### src/rtl/csea_mp_seq.sv
// csea_mp_seq: multi-precision add/sub sequencer, one 16-bit limb per clock through a shared carry-select adder.
// Define CSEA_SEQ_SUB_EN to support A-B; without it Sub is ignored and every operation is A+B+Cin.

module csea16 (
    input  logic [15:0] a,
    input  logic [15:0] b,
    input  logic        cin,
    output logic [15:0] sum,
    output logic        cout
);
    logic [4:0] c;
    assign c[0] = cin;
    // Each 4-bit block precomputes both carry-in cases; the incoming carry only steers a mux.
    for (genvar g = 0; g < 4; g++) begin : g_blk
        logic [4:0] r0, r1;
        assign r0 = {1'b0, a[4*g +: 4]} + {1'b0, b[4*g +: 4]};
        assign r1 = {1'b0, a[4*g +: 4]} + {1'b0, b[4*g +: 4]} + 5'd1;
        assign sum[4*g +: 4] = c[g] ? r1[3:0] : r0[3:0];
        assign c[g+1] = c[g] ? r1[4] : r0[4];
    end
    assign cout = c[4];
endmodule

module csea_mp_seq #(
    parameter int WORDS = 4
) (
    input  logic                clk,
    input  logic                rst,
    input  logic                Start,
    input  logic                Sub,
    input  logic                Cin,
    input  logic [16*WORDS-1:0] A,
    input  logic [16*WORDS-1:0] B,
    output logic                Busy,
    output logic                Done,
    output logic [16*WORDS-1:0] Sum,
    output logic                Cout,
    output logic                Ovf
);
    localparam int W  = 16 * WORDS;
    localparam int IW = $clog2(WORDS);

    typedef enum logic [1:0] {IDLE, RUN, DONE} state_t;

    state_t        state, next_state;
    logic [W-1:0]  a_q, b_q;
    logic          carry;
    logic [IW-1:0] idx;
    logic [W-1:0]  beff_in;
    logic          carry_in;
    logic [15:0]   a_limb, b_limb, limb_sum;
    logic          limb_cout;
    logic          accept, last;

`ifdef CSEA_SEQ_SUB_EN
    assign beff_in  = Sub ? ~B : B;
    assign carry_in = Sub | Cin;
`else
    logic sub_unused;
    assign sub_unused = Sub;
    assign beff_in    = B;
    assign carry_in   = Cin;
`endif

    assign accept = Start & (state != RUN);
    assign last   = idx == IW'(WORDS - 1);
    assign a_limb = a_q[16*idx +: 16];
    assign b_limb = b_q[16*idx +: 16];
    assign Busy   = state == RUN;
    assign Done   = state == DONE;

    csea16 u_add (
        .a    (a_limb),
        .b    (b_limb),
        .cin  (carry),
        .sum  (limb_sum),
        .cout (limb_cout)
    );

    always_comb begin
        next_state = accept ? RUN : (state == RUN) ? (last ? DONE : RUN) : IDLE;
    end

    always_ff @(posedge clk or posedge rst) begin
        if (rst) begin
            state <= IDLE;
            a_q   <= '0;
            b_q   <= '0;
            carry <= 1'b0;
            idx   <= '0;
            Sum   <= '0;
            Cout  <= 1'b0;
            Ovf   <= 1'b0;
        end else begin
            state <= next_state;
            if (accept) begin
                a_q   <= A;
                b_q   <= beff_in;
                carry <= carry_in;
                idx   <= '0;
            end else if (state == RUN) begin
                Sum[16*idx +: 16] <= limb_sum;
                carry             <= limb_cout;
                idx               <= idx + IW'(1);
                if (last) begin
                    Cout <= limb_cout;
                    Ovf  <= (a_limb[15] == b_limb[15]) & (limb_sum[15] != a_limb[15]);
                end
            end
        end
    end
endmodule
### config.mk
export PLATFORM = sky130hd
export DESIGN_NAME = csea_mp_seq
export DESIGN_NICKNAME = d
export VERILOG_FILES = /design/src/rtl/csea_mp_seq.sv
export SDC_FILE = /design/constraint.sdc
export NUM_CORES = 1
export LEC_CHECK = 0
export BUFFER_PORTS_ARGS = -buffer_cell sky130_fd_sc_hd__buf_2
export CAP_MARGIN = 30
export CORE_ASPECT_RATIO = 0.75
export CORE_MARGIN = 2
export CORE_UTILIZATION = 55
export DETAILED_ROUTE_END_ITERATION = 6
export PLACE_DENSITY = 0.81
export SYNTH_ARGS = -nofsm -noshare
export SYNTH_HDL_FRONTEND = slang
export SYNTH_SLANG_ARGS = --single-unit
### constraint.sdc
create_clock -name clk -period 9.18 [get_ports clk]
set_input_delay 1.836 -clock clk [delete_from_list [all_inputs] [get_ports clk]]
set_output_delay 1.836 -clock clk [all_outputs]
set_load 0.01 [all_outputs]
==> impl_metrics.toml, run 1 <==
[grt]
grt_pass1_wl_um = 32300
first_global_vias = 6150
grt-ovfl-total = 0
grt_antenna_before_repair = 4
grt_max_degree = 124
grt_use_total = 0.239

[synth]
syn_area_sq_um = 9080
seq_area_frac_synth = 0.548
synth_top_cells_by_area = "dfrtp_1 (55%), mux2_2 (16%), mux4_2 (7.9%), ha_1 (3.4%), nand2_1 (2.9%)"
yosys.area.top_type = "dfrtp_1"
synthesis.nets = 826
synth_cells = 664
synth_edf_count = 0
ys_seq_elements = 199
synth_top_cell_area_share = 0.548
yosys_warnings = 0
yosysMostFrequentCell = "dfrtp_1"
ys_types = 47
synth_area_per_cell_sq_um = 13.7
synth_ff_type = "dfrtp_1"
synthTopCellsByCount = "dfrtp_1 (199), mux2_2 (129), nand2_1 (70)"
synthArstFlopShare = 1.00

[run]
cap_violations = 0

[sta]
skew_ns = 0.00966
final_max_slew_viol_count = 0
period_share = 0.522
max_freq_mhz = 209
rsz0062_at_grt = "false"
worst_pin_slew_ns = 0.880
slew_headroom = 0.413
period_needed_ns = 4.79
hold_viol_final = 0
fin_tns_setup_ns = 0
setup_viol = 0

[place]
gp_congestion = 0.789
dp.final_hpwl_um = 14300
portBuffers = 199

[worst_hold_path]
hold_path_class = "reg2reg"
hold_depth = 2

[critical_path]
r2r_start = "idx[0]"
rr_worst_depth = 13
crit_path_end = "Sum[13]"
cp.arrival_ns = 5.07
r2r_slack_ns = 4.39
cp.required_ns = 9.46
crit_path_start = "idx[0]"
cp-start-kind = "register"
path_max_fanout = 40
crit_type = "reg2reg"
end_kind = "register"
reg2reg_to = "Sum[13]"

[floorplanning]
core_area_sq_um = 16100
row_count = 40
die-width_um = 152
die_y_um = 115
start_util = 0.565
io_pins = 201
die_area_sq_um = 17600

[cts]
cts_tree = "built"
cts_buffers = 17
cts_hold_buf = 0
htree_levels = 4
clk_pin_slew_ns = 0.07
insertion_delay_ns = 0.43
cts_root_buf = "clkbuf_16"
postCtsSetupBuffers = 0
cts_resized = 0
cts.sink_count = 199
clockBufferDepth = 2

[status]
outcome = "complete, no violations"

[drt]
wl_per_cell_um = 18.7
viasPerCell = 5.61
first_pass_iters = 4
vias = 6049
antenna_left = 0
drc = 0
drt_iter0_drc = 264
drt_wl_total_um = 20100

[final_layout]
multi_input_area_sq_um = 3930
drive_above_1_share = 0.475
final_nets = 1017
seq_area_sq_um = 4980
fillers = 1197
area_delta_synth_final_pct = 19.9
-- cell families after synthesis --
logic type / share of synthesized area
simple gates: 0.0521
mux: 0.246
xor+xnor: 0.0240
fa+ha+maj: 0.0433
buf+inv: 0.0194
flops: 0.548
compound gates: 0.0665
-- routing by layer --
layer	track usage	up-vias	routed length, um
li1	-	2786	-
met1	0.342	2998	9270
met2	0.353	230	8740
met3	0.0863	27	1840
met4	0.0611	8	216
met5	0	-	52
-- flip-flops by register name, indices dropped and copies added, names as in the netlist --
| signal | flops |
|---|---|
| Sum | 64 |
| b_q | 64 |
| idx | 2 |
| carry | 1 |
| Cout | 1 |
| a_q | 64 |
| Ovf | 1 |
| state | 2 |
-- critical path: stages (launching register included) --
cell	delay, ns
dfrtp_2	0.34
buf_4	0.60
mux4_2	0.63
ha_1	0.25
fa_1	0.54
ha_1	0.20
inv_1	0.06
a211oi_1	0.14
or4b_4	0.51
nand2_1	0.13
mux2_2	0.41
a21oi_2	0.20
mux2i_1	0.42
o21ai_0	0.16
-- worst min-delay path by stage --
stage	end	startpoint
floorplan	a_q[28]	a_q[28]
global placement	Sum[43]	Sum[43]
detailed placement	Sum[43]	Sum[43]
CTS	Sum[43]	Sum[43]
global route	Cout	Cout
finish	Sum[43]	Sum[43]
-- cell type report --
cell class / instances / area share
Antenna cell: 1 / 0.000230
Inverter: 15 / 0.00586
Timing Repair Buffer: 204 / 0.0967
Tap cell: 210 / 0.0241
Sequential cell: 199 / 0.457
Clock inverter: 14 / 0.0151
Clock buffer: 18 / 0.0394
Multi-Input combinational cell: 418 / 0.361
-- through the flow --
stage | util | cells | setup slack, ns | area (sq um) | hold WS [ns]
floorplan | - | 664 | 1.92 | 9080 | 0.474
detailed placement | 0.639 | 1045 | 4.41 | 10300 | 0.466
global route | 0.678 | 1078 | 4.12 | 10900 | 0.515
CTS | 0.676 | 1077 | 4.37 | 10900 | 0.482
finish | 0.678 | 1079 | 4.39 | 10900 | 0.479
global placement | 0.639 | 1045 | 4.48 | 10300 | 0.455
-- cells in the final DEF (no fill, tap or decap), types with 4 or more instances in the layout --
master     synthesis  routed
xor2_1             9       9
a22o_1             8       8
inv_1             14      13
o21ai_0           50      50
o21ai_1            9       9
clkbuf_16          0      17
mux2i_1            5       5
ha_1              25      25
buf_4              0       4
dfrtp_1          199     197
a21oi_1            8       8
clkinv_4           0       4
nand4_1            4       4
mux2_2           129     129
mux4_2            32      32
buf_2              0     199
fa_1               4       4
xnor2_1           14      14
nand2_1           70      69
a21o_1             8       8
nand3_1            5       5
a211oi_1           4       4
inv_8              0       4
Power of run 1 is not shown: default switching activity piles up to over one toggle a cycle in this logic, so the estimate is an artifact.
==> inputs of run 2 (changes only) <==
==> constraint.sdc (replaced) <==
create_clock -name clk -period 4.7 [get_ports clk]
set_input_delay 0.94 -clock clk [delete_from_list [all_inputs] [get_ports clk]]
set_output_delay 0.94 -clock clk [all_outputs]
set_load 0.01 [all_outputs]
==> run 2 against run 1 <==
Clock skew decreased by 0.00091 ns. Sequential share of layout area is 0.45 points lower. Count of clock-buffer cells in the layout decreased by 1. Global-route usage up 0.96 points. Register-to-register slack got worse by 4.0 ns. Final cell count grew 0.56%. Flip-flop and latch count did not move. Critical path depth down 1. Die area is the same. First-iteration DRC count fell by 2.3%. Utilization is 0.70 points higher. Hold slack got worse by 0.0043 ns. Largest cell class unchanged. Highest routed layer unchanged.
==> impl_metrics.toml, run 2 (same netlist as run 1, synthesis figures left out) <==
[final_layout]
reg.largest.list = "Sum x64, a_q x64, b_q x64"
final_nets = 1021
area_delta_synth_final_pct = 21.2
layout_commonest_cell = "buf_2"
final_cell_mix = "buf_2 (199), dfrtp_1 (197), mux2_2 (129)"
drive_above_1_share = 0.478

[critical_path]
slowest_delay_ns = 0.59
crit_path_end = "Sum[45]"
crit_chain = "buf_4, mux4_2, fa_1, ha_1, inv_1, a211oi_1, or4b_4, nand2_1, mux2_2, a21oi_2, mux2i_1, o21ai_0"
crit_type = "reg2reg"
cp.buffers_inverters = 2
r2r_slack_ns = 0.35
cp.required_ns = 4.98
path_max_fanout = 13
cp.arrival_ns = 4.63
crit_family = "multiplexers"
r2r_start = "idx[0]"
reg2reg_to = "Sum[45]"
path_depth = 12
cp-start-kind = "register"
cpMaxStageDelayCell = "dfrtp_4"
rr_worst_depth = 12
end_kind = "register"
crit_path_start = "idx[0]"

[floorplanning]
start_util = 0.565
core_area_sq_um = 16100
io_pins = 201
die_area_sq_um = 17600
die_y_um = 115
row_count = 40
die-width_um = 152

[drt]
antenna_left = 0
wl_per_cell_um = 18.9
vias = 6011
drt_wl_total_um = 20500
drc = 0
drt_iter0_drc = 258
viasPerCell = 5.54
first_pass_iters = 6

[cts]
insertion_delay_ns = 0.43
cts_tree = "built"
clk_pin_slew_ns = 0.07
cts_root_buf = "clkbuf_16"
cts_hold_buf = 0
clockBufferDepth = 2
cts.sink_count = 199
htree_levels = 4
cts_buffers = 17
postCtsSetupBuffers = 0

[sta]
skew_ns = 0.00875
fin_tns_setup_ns = 0
slew_headroom = 0.402
final_max_slew_viol_count = 0
rsz0062_at_grt = "false"
period_share = 0.925
setup_viol = 0
hold_viol_final = 0
worst_pin_slew_ns = 0.898
period_needed_ns = 4.35
max_freq_mhz = 230

[grt]
met3_usage = 0.0773
grt_use_total = 0.249
grt-ovfl-total = 0
grt.met2_usage = 0.369
grt_max_degree = 90
met1_usage = 0.361
grt_antenna_before_repair = 6
grt_pass1_wl_um = 33300
busiest_layer = "met2"
first_global_vias = 6149

[run]
cap_violations = 0

[worst_hold_path]
hold_path_class = "reg2reg"

[status]
outcome = "complete, no violations"

[place]
dp.final_hpwl_um = 15000
gp_congestion = 0.752
portBuffers = 199
run 2: area by class of cell:
type                       instances  area, sq um
fill                            1182         5060
sequential                       199         4980
multi-input combinational        418         3930
timing repair buffer             208         1120
clock buffer                      17          425
tap                              210          263
clock inverter                    15          213
inverter                          15         60.1
antenna                            3         7.51
run 2: routing by layer:
| metal | routed length, um | vias up | share of wire |
|---|---|---|---|
| li1 | - | 2793 | - |
| met1 | 9680 | 2957 | 0.47 |
| met2 | 8990 | 226 | 0.44 |
| met3 | 1540 | 27 | 0.075 |
| met4 | 201 | 8 | 0.0098 |
| met5 | 55 | - | 0.0027 |
run 2: stage by stage:
| stage | hold WS [ns] | cell area (sq um) | worst slack, ns | util | cells |
|---|---|---|---|---|---|
| 5_1_grt | 0.512 | 11000 | 0.0614 | 0.685 | 1083 |
| 3_3_place_gp | 0.456 | 10300 | 0.346 | 0.643 | 1049 |
| 6_report | 0.475 | 11000 | 0.351 | 0.685 | 1085 |
| 2_1_floorplan | 0.474 | 9080 | 0.0156 | - | 664 |
| 4_1_cts | 0.481 | 11000 | 0.209 | 0.684 | 1082 |
| 3_5_place_dp | 0.466 | 10400 | 0.257 | 0.644 | 1050 |
run 2: worst min path at each step:
stage             from      end  slack (ns)  depth (start not counted)
2_1_floorplan  a_q[28]  a_q[28]        0.47                          1
3_3_place_gp   Sum[16]  Sum[16]        0.46                          2
3_5_place_dp    Sum[0]   Sum[0]        0.47                          2
4_1_cts        Sum[38]  Sum[38]        0.48                          2
5_1_grt        Sum[29]  Sum[29]        0.51                          2
6_report        Sum[0]   Sum[0]        0.48                          2
run 2: timing repair:
item                                   4_1_cts  5_1_grt
gates resized for setup                      0        2
endpoints found under the hold margin        0        0
setup endpoints to repair                    0        4
run 2: worst reg2reg max path, stage by stage (launching register included):
cell,delay [ns]
dfrtp_4,0.59
buf_4,0.24
mux4_2,0.56
fa_1,0.58
ha_1,0.20
inv_1,0.05
a211oi_1,0.14
or4b_4,0.51
nand2_1,0.13
mux2_2,0.41
a21oi_2,0.21
mux2i_1,0.39
o21ai_0,0.19
Power of run 2 is left out for the same reason.
==> inputs of run 3 (changes only) <==
--- a/config.mk
+++ b/config.mk
@@ -11,7 +11,7 @@
 export CORE_MARGIN = 2
 export CORE_UTILIZATION = 55
 export DETAILED_ROUTE_END_ITERATION = 6
-export PLACE_DENSITY = 0.81
+export PLACE_DENSITY_LB_ADDON = 0.2
 export SYNTH_ARGS = -nofsm -noshare
 export SYNTH_HDL_FRONTEND = slang
 export SYNTH_SLANG_ARGS = --single-unit
==> run 3 against run 2 <==
Largest cell class unchanged. Count of clock-buffer cells in the layout is 4 higher. Global-route usage rose by 0.26 points. Register-to-register slack got worse by 0.07 ns. Flip-flop and latch count stayed put. Worst setup slack worse by 0.071 ns. Non-clock buffer count shrank 2. Clock skew is 0.0024 ns higher. Sequential share of layout area grew 0.24 points.
==> impl_metrics.toml, run 3 (same netlist as run 1, synthesis figures left out) <==
[sta]
rsz0062_at_grt = "false"
period_share = 0.941
hold_viol_final = 0
fin_tns_setup_ns = 0
skew_ns = 0.0111
slew_headroom = 0.307
final_max_slew_viol_count = 0
setup_viol = 0
hold_ws_ns = 0.482
max_freq_mhz = 226
worst_pin_slew_ns = 1.04
period_needed_ns = 4.42

[critical_path]
end_kind = "register"
crit_path_start = "idx[0]"
cpMaxStageDelayCell = "fa_1"
crit_family = "multiplexers"
path_max_fanout = 14
crit_chain = "buf_12, mux4_2, fa_1, ha_1, inv_1, a211oi_1, or4b_4, nand2_1, mux2_2, a21oi_2, mux2i_1, o21ai_0"
rr_worst_depth = 12
cp.arrival_ns = 4.71
path_depth = 12
crit_type = "reg2reg"
cp-start-kind = "register"
r2r_start = "idx[0]"
cp.buffers_inverters = 2
cp.required_ns = 4.99
slowest_delay_ns = 0.61

[grt]
grt_antenna_before_repair = 4
grt_use_total = 0.251
first_global_vias = 6298
grt_pass1_wl_um = 33700
grt_max_degree = 200
grt-ovfl-total = 0

[place]
gp_congestion = 0.806
post-place-cells = 1048
portBuffers = 199
dp.final_hpwl_um = 15000

[floorplanning]
io_pins = 201
row_count = 40
die_y_um = 115
core_area_sq_um = 16100
die_area_sq_um = 17600
start_util = 0.565
die-width_um = 152

[final_layout]
final_nets = 1019
area_delta_synth_final_pct = 20.5
fillers = 1176
layout_commonest_cell = "buf_2"
reg.largest.list = "Sum x64, a_q x64, b_q x64"
drive_above_1_share = 0.477
fin_cells = 1081
final_cell_mix = "buf_2 (199), dfrtp_1 (197), mux2_2 (129)"

[drt]
vias = 6100
drt_iter0_drc = 328
viasPerCell = 5.64
antenna_left = 0
drt_wl_total_um = 21000
wl_per_cell_um = 19.4
first_pass_iters = 4
drc = 0

[cts]
cts_hold_buf = 0
htree_levels = 4
insertion_delay_ns = 0.44
cts_root_buf = "clkbuf_16"
clockBufferDepth = 2
cts_buffers = 17
cts_tree = "built"
clk_pin_slew_ns = 0.07
cts.sink_count = 199
postCtsSetupBuffers = 0

[worst_hold_path]
hold_path_class = "reg2reg"
hold_start = "Sum[55]"
hold_depth = 2

[status]
outcome = "complete, no violations"

[run]
cap_violations = 0
## run 3: stage by stage
| stage | cell area [sq um] | utilization | setup slack, ns |
|---|---|---|---|
| 4_1_cts | 10900 | 0.681 | 0.140 |
| 6_report | 10900 | 0.681 | 0.280 |
| 2_1_floorplan | 9080 | - | 0.0156 |
| 3_5_place_dp | 10300 | 0.643 | 0.171 |
| 5_1_grt | 10900 | 0.681 | 0.0242 |
| 3_3_place_gp | 10300 | 0.643 | 0.301 |
## run 3: worst reg2reg max path, delay by kind of cell (launching register included)
family / cells / cell delay [ns]
compound gates: 3 / 0.53
mux: 3 / 1.41
fa+ha+maj: 2 / 0.82
simple gates: 2 / 0.65
buf+inv: 2 / 0.27
flops: 1 / 0.60
## run 3: cell type report
class	count	area, sq um	share of cell area
flip-flops and latches	199	4980	0.455
multi-input cells	418	3930	0.359
repair buffers	206	1090	0.0992
clock buffers	21	480	0.0439
well taps	210	263	0.0240
clock inverters	11	135	0.0123
inverters	15	60.1	0.00549
diodes	1	2.50	0.000229
## run 3: path summary, 6_finish.rpt
path                       endpoint  slack (ns)
min                         Sum[55]        0.48
max in group asynchronous    idx[0]        3.11
max reg2reg                 Sum[13]        0.28
min reg2reg                 Sum[55]        0.48
min in group asynchronous   Sum[44]        0.83
max                         Sum[13]        0.28
## run 3: timing repair
action                     CTS  global route
hold endpoints to repair     0             0
setup endpoints to repair    0             5
resized for setup            0             1
## run 3: layer usage
metal  up-vias  wire, um  global-route usage
met5         -        41                   0
met2       205      9710               0.394
met4         6       248              0.0629
met3        29      1440              0.0697
met1      3084      9580               0.354
li1       2776         -                   -
Power of run 3 is left out for the same reason.
